$ cat src/rtl/usr_pkg.sv
// Shared types and mode encodings for the universal shift register.
package usr_pkg;

    typedef enum logic [1:0] {
        MODE_HOLD = 2'b00,
        MODE_SHR  = 2'b01,
        MODE_SHL  = 2'b10,
        MODE_LOAD = 2'b11
    } usr_mode_t;

endpackage

$ cat src/rtl/usr_frame_cnt.sv
// Frame counter: counts shifts in either direction and pulses frame_done
// for one cycle after the WIDTH-th shift of a frame.
module usr_frame_cnt #(
    parameter int WIDTH = 8,
    parameter int CNT_W = $clog2(WIDTH + 1)
) (
    input  logic             clk,
    input  logic             rst,
    input  logic             shift,
    input  logic             clr,
    output logic [CNT_W-1:0] shift_cnt,
    output logic             frame_done
);

    localparam logic [CNT_W-1:0] LAST = CNT_W'(WIDTH - 1);

    // Load aborts the frame; holds leave the count paused where it is.
    always_ff @(posedge clk) begin
        if (!rst) begin
            shift_cnt  <= '0;
            frame_done <= 1'b0;
        end else if (clr) begin
            shift_cnt  <= '0;
            frame_done <= 1'b0;
        end else if (shift) begin
            if (shift_cnt == LAST) begin
                shift_cnt  <= '0;
                frame_done <= 1'b1;
            end else begin
                shift_cnt  <= shift_cnt + 1'b1;
                frame_done <= 1'b0;
            end
        end else begin
            frame_done <= 1'b0;
        end
    end

endmodule

$ cat src/rtl/univ_shift_reg.sv
// Universal shift register (hold / shift right / shift left / parallel load)
// with frame counter. Optional registered parity output under USR_PARITY_EN.
module univ_shift_reg
    import usr_pkg::*;
#(
    parameter int WIDTH = 8,
    parameter int CNT_W = $clog2(WIDTH + 1)
) (
    input  logic             clk,
    input  logic             rst,
    input  logic [1:0]       mode,
    input  logic             sin_r,
    input  logic             sin_l,
    input  logic [WIDTH-1:0] pin,
    output logic [WIDTH-1:0] pout,
    output logic             sout_r,
    output logic             sout_l,
    output logic             frame_done,
    output logic [CNT_W-1:0] shift_cnt
`ifdef USR_PARITY_EN
    ,
    output logic             parity
`endif
);

    usr_mode_t        mode_e;
    logic [WIDTH-1:0] q;
    logic [WIDTH-1:0] q_next;

    assign mode_e = usr_mode_t'(mode);

    always_comb begin
        q_next = q;
        case (mode_e)
            MODE_HOLD: q_next = q;
            MODE_SHR:  q_next = {sin_r, q[WIDTH-1:1]};
            MODE_SHL:  q_next = {q[WIDTH-2:0], sin_l};
            MODE_LOAD: q_next = pin;
            default:   q_next = q;
        endcase
    end

    always_ff @(posedge clk) begin
        if (!rst) begin
            q <= '0;
        end else begin
            q <= q_next;
        end
    end

`ifdef USR_PARITY_EN
    // Parity is taken from the next value so it tracks q with no extra latency.
    always_ff @(posedge clk) begin
        if (!rst) begin
            parity <= 1'b0;
        end else begin
            parity <= ^q_next;
        end
    end
`endif

    assign pout   = q;
    assign sout_r = q[0];
    assign sout_l = q[WIDTH-1];

    usr_frame_cnt #(
        .WIDTH (WIDTH),
        .CNT_W (CNT_W)
    ) u_frame_cnt (
        .clk        (clk),
        .rst        (rst),
        .shift      ((mode_e == MODE_SHR) || (mode_e == MODE_SHL)),
        .clr        (mode_e == MODE_LOAD),
        .shift_cnt  (shift_cnt),
        .frame_done (frame_done)
    );

endmodule

$ cat config.mk
export PLATFORM = sky130hd
export DESIGN_NAME = univ_shift_reg
export DESIGN_NICKNAME = d
export VERILOG_FILES = /design/src/rtl/usr_pkg.sv /design/src/rtl/usr_frame_cnt.sv /design/src/rtl/univ_shift_reg.sv
export SDC_FILE = /design/constraint.sdc
export NUM_CORES = 1
export LEC_CHECK = 0
export ABC_AREA = 0
export CORE_MARGIN = 2
export CORE_UTILIZATION = 44
export DETAILED_ROUTE_END_ITERATION = 16
export PLACE_DENSITY = 0.82
export SYNTH_ARGS = -nofsm -noshare
export SYNTH_HDL_FRONTEND = slang
export SYNTH_HIERARCHICAL = 1
export SYNTH_SLANG_ARGS = --single-unit
$ cat constraint.sdc
create_clock -name clk -period 3.83 [get_ports clk]
set_input_delay 0.383 -clock clk [delete_from_list [all_inputs] [get_ports clk]]
set_output_delay 0.383 -clock clk [all_outputs]
set_load 0.1 [all_outputs]
==> impl_results.md <==
* Mapped Avg Cell Area at 9.088 µm²
* Worst Skew at 3.062 ps
* Sink Count at 13
* Die Height at around 44 µm
* Cells after Synth at 76
* Fillcell total at 125
* Max cap viols at 0
* I/O pin count at 29
* Max Freq at 446.5 MHz
* Critical Path Max Stage Delay at 1160 ps
* Setup repair bufs after CTS at 0
* Total Neg Setup Slack at 0 ps
* Post-synthesis register bit count at 13
* Synthesis-to-layout area growth at 42.03%
* Inserted Diodes at 0
* Yosys warns at 6
* Met1 Use GR at 0.2072
* CP max FO at 5
* Die area at ~1900 µm²
* Avg WL per Cell at around 13 µm
* Met2 global-route usage at 0.3000
* Area occupied by multi-input gates at 382.9 µm²
* Via-per-instance ratio at just under 6
* Total core area at ~1500 µm²
* Hold Worst Slack at between 500 and 600 ps
* CP startpoint kind: register
* RSZ-0062 raised after global routing: false
* Worst slew margin at 0.3504
* Synthesized net count at 95
* Crit path kind: reg -> out
* PD cells at 387.7 nW/µm²
* Status: finished, final reports clean
* Drt first-iter violations at 25
* Drt pass-1 iters at 4
* Crit-path slowest cell: clkdlybuf4s50_1
* Routed Antenna Nets at 0
* Initial antenna violation count at 0
* Pin count of the biggest net entering global routing at 12
* GRT Util Overall at 0.1742
* Crit. End Element: primary output
* Remaining global-route overflow at 0
* Cell family with most CP delay: buffers and inverters
* WP data required at ~3500 ps
* First-pass GRT wire length at between 2000 and 3000 µm
* Worst vdd ir at roughly 0.25 mV
* Crit share post-route at 0.5848
* PortBufs at 28
* Die Span X at 43.62 µm
* Post-Synthesis Cell Area at about 690 µm²
* Vias in the first global route at around 640
* Crit path DAT at approximately 1900 ps
* Final Max Tran Viols at 0
* Leakage at 0.3693 nW
* Placer Congestion at 0.7508
* Via count at between 600 and 700
* Slew @ Worst Pin at 971.3 ps
* Routed wire length at 1584 µm
* Cts bufs inserted at 3
* Clock tree buffer depth at 2
* DRC Markers at 0
* Clk root buf: clkbuf_4
* Htree depth at 1
* CTS tree: yes
* Worst hold path type: reg -> reg
* Fraction of layout cells with a size suffix above 1 at 0.05825
* Placed inst area at 954.7 µm²
* Gr busiest metal: met2
* Register area share after synthesis at 0.3768
* Fin. Hold Viols at 0
* Post-route cell area at just under 1000 µm²
* Cell Rows at 14
* FF/Latch Area at 260.3 µm²
* Layout Nets at 123
* Netlist cell types at 24
* Initial core utilization at 0.4639
* CTS resizes at 0
* Worst path cell trace: clkdlybuf4s50_1
* Clock-pin transition on the worst setup and hold timing paths at ~80 ps
* Post-layout min period at approximately 2200 ps
* Met3 usage at 0.02500
* CTS Hold Buffers Added at 0
* HPWL Detailed at 1158 µm
* Buffer and inverter count on the worst path at 1
* Worst skew pair latency at roughly 280 ps
* Setup violations, final at 0
## synthesized netlist by cell type
library cell	instances	area [µm²]
nor3b_1	1	7.510
mux2i_1	2	20.02
inv_1	3	11.26
a21oi_1	11	55.05
nor2_4	1	11.26
buf_4	2	15.01
nand4_1	1	6.260
a221oi_1	7	61.31
nor3_1	1	5.000
o21a_2	1	8.760
buf_2	2	10.01
nand3b_1	2	15.01
nand2_1	7	26.28
nor2_1	2	7.510
or4b_1	1	10.01
nand2b_1	1	6.260
xnor2_1	1	8.760
dfxtp_1	13	260.3
and4bb_1	1	12.51
ha_1	5	62.56
nand4b_1	1	8.760
o21ai_0	8	40.04
buf_6	1	11.26
a21bo_2	1	10.01
## path summary, 6_finish.rpt
path / startpoint / endpoint / slack, ps / cells after the start
worst max-delay path: u_frame_cnt/shift_cnt[0] / shift_cnt[0] / 1590 / 1
worst max register to register: u_frame_cnt/shift_cnt[0] / u_frame_cnt/shift_cnt[3] / 2460 / 3
worst min-delay path: u_frame_cnt/shift_cnt[2] / u_frame_cnt/frame_done / 530 / 2
worst min register to register: u_frame_cnt/shift_cnt[2] / u_frame_cnt/frame_done / 530 / 2
## power by group
part,total [mW],leakage [nW],switching [mW],internal [mW]
Combinational,0.142,0.248,0.0986,0.0433
Clock,0.0859,0.0150,0.0455,0.0405
Sequential,0.153,0.107,0.00908,0.143
Total,0.380,0.369,0.153,0.227
## stage by stage
stage / setup slack (ps) / total power, mW / cells / utilization
after CTS: 1583 / 0.3835 / 119 / 0.6588
after global placement: 1868 / 0.2958 / 115 / 0.6412
final: 1590 / 0.3803 / 119 / 0.6588
after detailed placement: 1839 / 0.2974 / 115 / 0.6412
after global routing: 1538 / 0.3943 / 119 / 0.6588
after floorplan: 2060 / 0.2596 / 76 / -
## sequential cells by signal, indices dropped and copies added, names as in the netlist
signal and cells:
pout 8, u_frame_cnt/shift_cnt 4, u_frame_cnt/frame_done 1
## placed cells by master, fill, tap and decap left out, types with 2 or more instances in the layout
master            n
nand3b_1          2
a221oi_1          7
mux2i_1           2
nor2_1            2
clkbuf_4          3
dfxtp_1          13
a21oi_1          11
o21ai_0           8
ha_1              5
clkdlybuf4s50_1  28
nand2_1           7
inv_1             3
## metal layers
metal  vias to the layer above  share of wire
li1                        336              -
met1                       321           0.41
met2                        24           0.52
met3                         5          0.049
met4                         0          0.023
met5                         -              0
## cell type report
type	instances	share of cell area
clock buffers	4	0.02679
repair buffers	28	0.2857
inverters	3	0.01148
well taps	16	0.02041
multi-input cells	55	0.3903
flip-flops and latches	13	0.2653
## logic make-up after synthesis
group / synth area share
xor gates and xnor gates: 0.01268
muxes: 0.02899
and+or+nand+nor: 0.1685
DFF: 0.3768
adders and majority gates: 0.09058
buffers and inverters: 0.06883
AOI/OAI and AO/OA: 0.2536
Power figures use the tool's default switching activity.
